<file path="src/rtl/fp_to_int_pipe.sv">
// fp_to_int_pipe: two-stage FP32 -> integer converter (fcvt.w/wu/l/lu.s).
//   Stage 1 unpacks the operand and aligns the significand into a 64.2
//   fixed-point field (64 integer bits, guard, sticky).
//   Stage 2 rounds, negates, saturates and produces {NV,DZ,OF,UF,NX}.
// Ports:
//   clk, rst_n                 clock, asynchronous active-low reset
//   in_valid_i / in_ready_o    input handshake
//   a_i, sign_i, long_i, rm_i  operand, signed result, 64-bit result, rounding mode
//   tag_i / tag_o              opaque tag carried with the operation
//   out_valid_o / out_ready_i  output handshake
//   int_o, fflags_o            result (32-bit results sign-extended) and flags
module fp_to_int_pipe #(
    parameter int TAG_W = 8
) (
    input  logic             clk,
    input  logic             rst_n,
    input  logic             in_valid_i,
    output logic             in_ready_o,
    input  logic [31:0]      a_i,
    input  logic             sign_i,
    input  logic             long_i,
    input  logic [2:0]       rm_i,
    input  logic [TAG_W-1:0] tag_i,
    output logic             out_valid_o,
    input  logic             out_ready_i,
    output logic [63:0]      int_o,
    output logic [4:0]       fflags_o,
    output logic [TAG_W-1:0] tag_o
);

    // Round-up decision; unused codes 5-7 fall back to RNE.
    function automatic logic round_up(input logic [2:0] rm, input logic neg,
                                      input logic g, input logic s, input logic lsb);
        case (rm)
            3'd1:    return 1'b0;
            3'd2:    return neg & (g | s);
            3'd3:    return ~neg & (g | s);
            3'd4:    return g;
            default: return g & (s | lsb);
        endcase
    endfunction

    // Rounded magnitude outside the destination range. For unsigned
    // destinations any negative value with a nonzero magnitude is invalid.
    function automatic logic out_of_range(input logic [64:0] mag, input logic neg,
                                          input logic is_signed, input logic is_long);
        logic [64:0] lim;
        if (is_long) lim = is_signed ? 65'h0_7FFF_FFFF_FFFF_FFFF : 65'h0_FFFF_FFFF_FFFF_FFFF;
        else         lim = is_signed ? 65'h0_0000_0000_7FFF_FFFF : 65'h0_0000_0000_FFFF_FFFF;
        if (!neg)           return mag > lim;
        else if (is_signed) return mag > (lim + 65'd1);
        else                return mag != 65'd0;
    endfunction

    // Saturation value, already sign-extended to 64 bits.
    function automatic logic [63:0] sat_value(input logic want_max, input logic is_signed,
                                              input logic is_long);
        if (is_long) begin
            if (is_signed) return want_max ? 64'h7FFF_FFFF_FFFF_FFFF : 64'h8000_0000_0000_0000;
            else           return want_max ? 64'hFFFF_FFFF_FFFF_FFFF : 64'h0;
        end else begin
            if (is_signed) return want_max ? 64'h0000_0000_7FFF_FFFF : 64'hFFFF_FFFF_8000_0000;
            else           return want_max ? 64'hFFFF_FFFF_FFFF_FFFF : 64'h0;
        end
    endfunction

    logic vld_p1, vld_p2;
    logic s1_adv;

    assign s1_adv      = !vld_p2 || out_ready_i;
    assign in_ready_o  = !vld_p1 || s1_adv;
    assign out_valid_o = vld_p2;

    // ---- Stage 0 -> 1: unpack and align ----
    logic [7:0]         exp_p0;
    logic [23:0]        sig_p0;
    logic signed [9:0]  e_p0;
    logic [6:0]         sh_p0;
    logic [127:0]       fix_p0;
    logic               nan_p0, inf_p0, ovf_p0;
    logic [63:0]        mag_p0;
    logic               g_p0, s_p0;

    always_comb begin
        exp_p0 = a_i[30:23];
        nan_p0 = (exp_p0 == 8'hFF) && (a_i[22:0] != 23'd0);
        inf_p0 = (exp_p0 == 8'hFF) && (a_i[22:0] == 23'd0);
        sig_p0 = {exp_p0 != 8'd0, a_i[22:0]};
        // Subnormals share the exponent of the smallest normal.
        e_p0   = $signed({2'b00, (exp_p0 == 8'd0) ? 8'd1 : exp_p0}) - 10'sd127;
        ovf_p0 = e_p0 > 10'sd63;
        sh_p0  = '0;
        fix_p0 = '0;
        mag_p0 = '0;
        g_p0   = 1'b0;
        s_p0   = 1'b0;
        if (ovf_p0) begin
            // magnitude irrelevant: result saturates
        end else if (e_p0 < -10'sd1) begin
            // below 0.5: only the sticky bit survives
            s_p0 = |sig_p0;
        end else begin
            // Binary point sits between bits 64 and 63 of fix_p0.
            sh_p0  = 7'(e_p0 + 10'sd41);
            fix_p0 = {104'b0, sig_p0} << sh_p0;
            mag_p0 = fix_p0[127:64];
            g_p0   = fix_p0[63];
            s_p0   = |fix_p0[62:0];
        end
    end

    logic [63:0]      mag_p1;
    logic             g_p1, s_p1, neg_p1, nan_p1, inf_p1, ovf_p1;
    logic             sgn_p1, long_p1;
    logic [2:0]       rm_p1;
    logic [TAG_W-1:0] tag_p1;

    always_ff @(posedge clk) begin
        if (in_ready_o && in_valid_i) begin
            mag_p1  <= mag_p0;
            g_p1    <= g_p0;
            s_p1    <= s_p0;
            neg_p1  <= a_i[31];
            nan_p1  <= nan_p0;
            inf_p1  <= inf_p0;
            ovf_p1  <= ovf_p0;
            sgn_p1  <= sign_i;
            long_p1 <= long_i;
            rm_p1   <= rm_i;
            tag_p1  <= tag_i;
        end
    end

    // ---- Stage 1 -> 2: round, negate, saturate ----
    logic        rup_p2;
    logic [64:0] sum_p2;
    logic [63:0] val_p2, res_p2;
    logic        nv_p2, nx_p2;

    always_comb begin
        rup_p2 = round_up(rm_p1, neg_p1, g_p1, s_p1, mag_p1[0]);
        sum_p2 = {1'b0, mag_p1} + {64'b0, rup_p2};
        val_p2 = neg_p1 ? (~sum_p2[63:0] + 64'd1) : sum_p2[63:0];
        res_p2 = long_p1 ? val_p2 : {{32{val_p2[31]}}, val_p2[31:0]};
        nv_p2  = 1'b0;
        nx_p2  = g_p1 | s_p1;
        if (nan_p1) begin
            res_p2 = sat_value(1'b1, sgn_p1, long_p1);
            nv_p2  = 1'b1;
            nx_p2  = 1'b0;
        end else if (inf_p1 || ovf_p1 || out_of_range(sum_p2, neg_p1, sgn_p1, long_p1)) begin
            res_p2 = sat_value(!neg_p1, sgn_p1, long_p1);
            nv_p2  = 1'b1;
            nx_p2  = 1'b0;
        end
    end

    always_ff @(posedge clk or negedge rst_n) begin
        if (!rst_n) begin
            vld_p1   <= 1'b0;
            vld_p2   <= 1'b0;
            int_o    <= '0;
            fflags_o <= '0;
            tag_o    <= '0;
        end else begin
            if (in_ready_o) vld_p1 <= in_valid_i;
            if (s1_adv) begin
                vld_p2 <= vld_p1;
                if (vld_p1) begin
                    int_o    <= res_p2;
                    fflags_o <= {nv_p2, 3'b000, nx_p2};
                    tag_o    <= tag_p1;
                end
            end
        end
    end

endmodule

</file>
<file path="config.mk">
export PLATFORM = sky130hd
export DESIGN_NAME = fp_to_int_pipe
export DESIGN_NICKNAME = d
export VERILOG_FILES = /design/src/rtl/fp_to_int_pipe.sv
export SDC_FILE = /design/constraint.sdc
export NUM_CORES = 1
export LEC_CHECK = 0
export ABC_AREA = 0
export BUFFER_PORTS_ARGS = -buffer_cell sky130_fd_sc_hd__clkbuf_2
export CORE_MARGIN = 5
export CORE_UTILIZATION = 45
export CTS_BUF_LIST = sky130_fd_sc_hd__clkbuf_16
export DETAILED_ROUTE_END_ITERATION = 10
export PLACE_DENSITY = 0.65
export SLEW_MARGIN = 20
export SYNTH_ARGS = -nofsm -noshare
export SYNTH_HDL_FRONTEND = slang
export SYNTH_SLANG_ARGS = --single-unit
export TNS_END_PERCENT = 100
</file>
<file path="constraint.sdc">
create_clock -name clk -period 6.7 [get_ports clk]
set_input_delay 0.67 -clock clk [delete_from_list [all_inputs] [get_ports clk]]
set_output_delay 0.67 -clock clk [all_outputs]
set_load 0.05 [all_outputs]
</file>
==> flow_summary.ini, run 1 <==
[run_status]
status = complete, no violations

[synthesis]
synth-main-ff-cell = edfxtp_1
ys_ff_latch = 159
synth_enable_flop_cells = 83
synth_area_leaders = edfxtp_1, dfrtp_1, ha_1
synth_cell_types = 84
syn_area_sq_um = 14600
syn_inst = 1816
yosysTopAreaCellShare_pct = 17.0
synthArstFlopShare_pct = 47.8
avgSynthCellArea_sq_um = 8.05
yosys_warnings = 0
synth_seq_area_share_pct = 30.0
yosysTopAreaCell = edfxtp_1

[global_routing]
overflow = 0
grt_max_degree = 77
grt_pass1_wl_microns = 81700
antenna_found_initial = 1
grt_use_total_pct = 28.1
grt_pass1_vias = 14400

[cells_and_area]
drive_gt1_share_pct = 13.9
n_antenna_cell = 0
fill_cells = 3177
final_nets = 2042
instances_no_fill = 2382
multi_input_area_sq_um = 9780
seqCellArea_sq_um = 4390
area_growth_pct = 13.1

[drt]
ant_nets = 0
firstDrtPassIters = 6
drc = 0
wl_per_cell_microns = 21.8
drt_first_iter_violations = 1351
vias = 15000
wl_microns = 52000
vias_per_cell = 6.31

[setup_path]
path_max_fanout = 13
crit_slowest_cell = or4_4
critPathMostFrequentCell = ha_1
worst-setup-path-type = flop to flop
critPathMaxStageDelay_ns = 0.62
path_delay_family = compound AO/OA/AOI/OAI gates
cp_num_buf_inv = 2
end_kind = flop
crit_arrival_ns = 6.45
cp-start-kind = flop
worstPathRequired_ns = 7.01

[sta]
slew_headroom_pct = 31.8
period_needed_ns = 6.14
rsz0062_at_grt = no
finalHoldViolCount = 0
period_share_pct = 91.7
tns_ns = 0
finalSetupViolCount = 0
max_freq_ghz = 0.163
slew_violations = 0
worst_pin_slew_ns = 1.02
fin_skew_ns = 0.0156

[die]
start_util_pct = 45.3
die_area_sq_um = 36200
rows = 66
fp.dieH_microns = 190
ios = 128
die_x_microns = 190
core-area_sq_um = 32300

[power]
p_leak_nw = 6.27
max-vdd-ir-drop_uv = 149
power_density_nw_per_um2 = 216

[cts]
cts_buffer_depth = 2
root_buffer = clkbuf_16
numCtsBuffers = 17
cts-resized-gates = 0
cts.sinks = 159
insertion_delay_ns = 0.45
cts_tree = done
cts_setup_buffers = 0
clk_pin_slew_ns = 0.08
htree_levels = 4
cts_hold_buffers = 0

[placed_design]
dp_hpwl_microns = 40400
gp_congestion = 0.981
dp_cells = 2350
portBuffers = 124

[worst_hold_path]
hp-class = input port to asynchronous set/reset pin

[flow_run]
cap_violations = 0
-- where the power goes --
| part | total (mW) | internal (mW) | leakage (nW) | switching (mW) |
|---|---|---|---|---|
| registers | 1.25 | 1.16 | 1.65 | 0.0991 |
| logic | 1.35 | 0.401 | 4.34 | 0.954 |
| clock network | 0.958 | 0.497 | 0.282 | 0.462 |
-- logic make-up after synthesis --
kind of cell,Yosys count,share of synthesized area (%)
multiplexers,31,2.17
AO/OA/AOI/OAI,499,23.4
flip-flops,159,30.0
XOR/XNOR,115,6.89
other,2,0.0513
buffers and inverters,153,4.37
AND/OR/NAND/NOR,790,27.3
adder cells (fa/ha/maj),67,5.71
-- final cells by class --
cell class                 count  area share, %
clock inverter                15          0.915
sequential                   159           26.5
inverter                      22          0.499
multi-input combinational   1532           59.1
clock buffer                  17           2.57
timing repair buffer         195           7.06
tap                          442           3.34
-- cells in the final DEF, fill, tap and decap left out, types with 56 or more instances in the layout --
master and count:
clkbuf_2 123, buf_4 71, ha_1 66, nor2_1 219, dfrtp_1 76, edfxtp_1 83, o22a_1 56, o21ai_0 78
nand4_1 58, nor3_1 67, nand3_1 60, a21oi_1 132, nand2_1 166, xnor2_1 77
-- Yosys cell counts, types with 22 or more instances --
cell type	n
nor2_1	219
nand2_1	166
a21oi_1	133
clkbuf_1	96
edfxtp_1	83
xnor2_1	80
o21ai_0	78
dfrtp_1	76
nor3_1	67
ha_1	66
nand3_1	60
nand4_1	58
o22a_1	56
nor4_1	41
xor2_1	35
a211oi_1	30
o31ai_1	30
and3_1	27
mux2i_1	25
nor2b_1	23
a221oi_1	22
inv_1	22
-- stage by stage --
| stage | area [sq um] | total power, mW | hold slack, ns | util (%) | setup slack (ns) |
|---|---|---|---|---|---|
| CTS | 16500 | 3.57 | 0.390 | 51.2 | 0.252 |
| finish | 16600 | 3.57 | 0.362 | 51.3 | 0.558 |
| detailed placement | 16000 | 2.61 | 0.425 | 49.4 | 0.288 |
| global route | 16600 | 3.73 | 0.387 | 51.3 | 0.0342 |
| floorplan | 14700 | 2.19 | 0.374 | - | 0.0990 |
| global placement | 16000 | 2.60 | 0.418 | 49.4 | 0.484 |
-- registers in the layout, indices dropped and copies added, names as in the netlist --
name,flops
tag_p1,8
mag_p1,64
int_o,64
long_p1,1
nan_p1,1
inf_p1,1
tag_o,8
sgn_p1,1
ovf_p1,1
out_valid_o,1
rm_p1,3
s_p1,1
g_p1,1
vld_p1,1
fflags_o,2
neg_p1,1
-- path summary, 6_finish.rpt --
path / endpoint / from / slack [ns] / cells past startpoint
worst max-delay path: int_o[52] / neg_p1 / 0.56 / 25
worst min-delay path: int_o[58] / rst_n / 0.36 / 1
worst max register to register: int_o[52] / neg_p1 / 0.56 / 25
worst min register to register: tag_o[7] / tag_p1[7] / 0.44 / 2
max in group asynchronous: out_valid_o / rst_n / 5.71 / 1
min in group clk: tag_p1[6] / tag_i[6] / 0.40 / 1
-- worst register-to-register path, cell delays in order (launching register included) --
cell and delay, ns:
edfxtp_1 0.41, xnor2_1 0.15, nor3b_1 0.18, a21oi_1 0.07, nor2_1 0.09, ha_1 0.27, ha_1 0.25, and2_1 0.28
nand3_1 0.18, or4_4 0.62, nor4_2 0.30, xor2_1 0.10, buf_4 0.17, ha_1 0.19, a2111oi_0 0.38, o21ai_0 0.18
a221oi_1 0.39, o211ai_1 0.17, o311ai_0 0.40, a21o_1 0.17, a31o_2 0.11, o221ai_1 0.19, a21oi_2 0.27, nor2b_1 0.17
buf_4 0.21, o32ai_1 0.11
-- routing by layer --
metal / vias up / GRT usage (%) / share of wire [%]
li1: 7084 / - / -
met1: 7246 / 37.6 / 43
met2: 590 / 46.3 / 46
met3: 111 / 3.68 / 5.7
met4: 2 / 11.4 / 4.5
met5: - / 0 / 0.025
Note: power is estimated with default switching activity, not from simulation.
==> inputs of run 2 (changes only) <==
Settings changed: PLACE_DENSITY 0.65 to not set, PLACE_DENSITY_LB_ADDON set to 0.08.
==> run 2 against run 1 <==
Effect of this change: sequential share of layout area grew 0.097 points; clock-buffer cell count is the same; design area is 0.36% lower; routed wire length down 2.3%; critical path depth fell by 1; non-clock buffer count down 2; hold slack got worse by 0.34 ns; critical endpoint is now int_o[46].
==> flow_summary.ini, run 2 (synthesis gave the netlist of run 1 again) <==
[run_status]
status = complete, no violations

[sta]
max_freq_ghz = 0.160
rsz0062_at_grt = no
fin_skew_ns = 0.0154
slew_headroom_pct = 33.9
whs_ns = 0.0206
slew_violations = 0
period_needed_ns = 6.25
finalSetupViolCount = 0
worst_pin_slew_ns = 0.991
finalHoldViolCount = 0
tns_ns = 0
period_share_pct = 93.3

[drt]
vias = 15000
firstDrtPassIters = 6
ant_nets = 0
vias_per_cell = 6.30
wl_per_cell_microns = 21.4
drt_first_iter_violations = 1495
wl_microns = 50800
drc = 0

[cts]
insertion_delay_ns = 0.45
cts_buffer_depth = 2
htree_levels = 4
numCtsBuffers = 17
cts_setup_buffers = 0
cts.sinks = 159
cts_tree = done
clk_pin_slew_ns = 0.07
root_buffer = clkbuf_16

[setup_path]
crit_chain = xnor2_1 > nor3b_1 > a21oi_1 > nor2_1 > ha_1 > ha_1 > and2_1 > nand3_1 > or4_1 > nor4_1 > xor2_1 > buf_4 > ha_1 > a2111oi_0 > o21ai_0 > a221oi_1 > o211ai_1 > o311ai_0 > a21o_1 > a31o_2 > o21a_1 > a2111oi_0 > nand2b_2 > o22a_1
cp_num_buf_inv = 1
path_delay_family = compound AO/OA/AOI/OAI gates
reg2reg_depth = 24
reg2reg_to = int_o[46]
path_max_fanout = 19
end_kind = flop
worst-setup-path-type = flop to flop
reg2reg_slack_ns = 0.45
critPathMaxStageDelay_ns = 0.71
cp-start-kind = flop
crit_arrival_ns = 6.58
critPathMostFrequentCell = ha_1
worstPathRequired_ns = 7.02
rr_startpoint = rm_p1[0]
crit_slowest_cell = or4_1

[placed_design]
dp_hpwl_microns = 39800
portBuffers = 124
gp_congestion = 1.01

[die]
core-area_sq_um = 32300
ios = 128
start_util_pct = 45.3
rows = 66
die_area_sq_um = 36200
die_x_microns = 190
fp.dieH_microns = 190

[cells_and_area]
reg_top3 = int_o: 64 flops, mag_p1: 64 flops
post-route-util_pct = 51.1
final_nets = 2040
layout_common_cells = nor2_1, nand2_1, a21oi_1, clkbuf_2, edfxtp_1
drive_gt1_share_pct = 13.6
fill_cells = 3176
final_common_cell = nor2_1
area_growth_pct = 12.7
n_antenna_cell = 0

[global_routing]
grt_pass1_vias = 14000
antenna_found_initial = 0
grt_max_degree = 78
grt_use_total_pct = 27.3
grt_pass1_wl_microns = 78900
overflow = 0

[worst_hold_path]
hp-class = input port to asynchronous set/reset pin

[flow_run]
cap_violations = 0

[power]
power_density_nw_per_um2 = 215
max-vdd-ir-drop_uv = 219
p_leak_nw = 6.25
run 2: worst max path at each step:
stage               startpoint  cells past startpoint        end  slack [ns]
floorplan               neg_p1                     29  int_o[53]         0.1
global placement      rm_p1[0]                     24  int_o[33]        0.45
finish                rm_p1[0]                     24  int_o[46]        0.45
detailed placement    rm_p1[0]                     24  int_o[37]        0.31
CTS                   rm_p1[0]                     24  int_o[37]        0.30
global route            neg_p1                     24  int_o[47]        0.10
run 2: final cells by class:
cell class / count / area [sq um] / area share [%]
multi-input cells: 1532 / 9750 / 59.1
clock inverters: 15 / 148 / 0.895
inverters: 22 / 82.6 / 0.501
clock buffers: 17 / 425 / 2.58
repair buffers: 193 / 1140 / 6.92
well taps: 442 / 553 / 3.35
flip-flops and latches: 159 / 4390 / 26.6
run 2: worst register-to-register path, stage by stage, from the launching register on:
cell and delay [ns]:
edfxtp_1 0.41, xnor2_1 0.14, nor3b_1 0.18, a21oi_1 0.06
nor2_1 0.09, ha_1 0.19, ha_1 0.24, and2_1 0.17
nand3_1 0.16, or4_1 0.71, nor4_1 0.38, xor2_1 0.12
buf_4 0.17, ha_1 0.19, a2111oi_0 0.41, o21ai_0 0.16
a221oi_1 0.43, o211ai_1 0.19, o311ai_0 0.37, a21o_1 0.17
a31o_2 0.11, o21a_1 0.21, a2111oi_0 0.15, nand2b_2 0.44
o22a_1 0.28
run 2: what timing repair did:
item / in CTS / in global routing
hold buffers: 0 / 0
setup endpoints to repair: 0 / 19
resized for setup: 0 / 1
run 2: metrics by stage:
step | power (mW) | cells | instance area [sq um] | worst slack, ns
3_5_place_dp | 2.59 | 2348 | 15900 | 0.308
4_1_cts | 3.56 | 2380 | 16500 | 0.302
6_report | 3.54 | 2380 | 16500 | 0.448
2_1_floorplan | 2.19 | 1844 | 14700 | 0.0990
5_1_grt | 3.71 | 2380 | 16500 | 0.101
3_3_place_gp | 2.58 | 2348 | 15900 | 0.452
run 2: power breakdown:
group | internal, mW | switching [mW]
sequential | 1.16 | 0.0966
clock | 0.524 | 0.434
combinational | 0.392 | 0.941
total | 2.07 | 1.47
run 2: layer usage:
metal | vias to the layer above | GRT usage, % | part of all wire (%)
met5 | - | 0 | 0
met4 | 0 | 10.8 | 3.9
met3 | 117 | 3.04 | 6.6
met2 | 640 | 44.5 | 46
met1 | 7145 | 37.2 | 44
li1 | 7093 | - | -
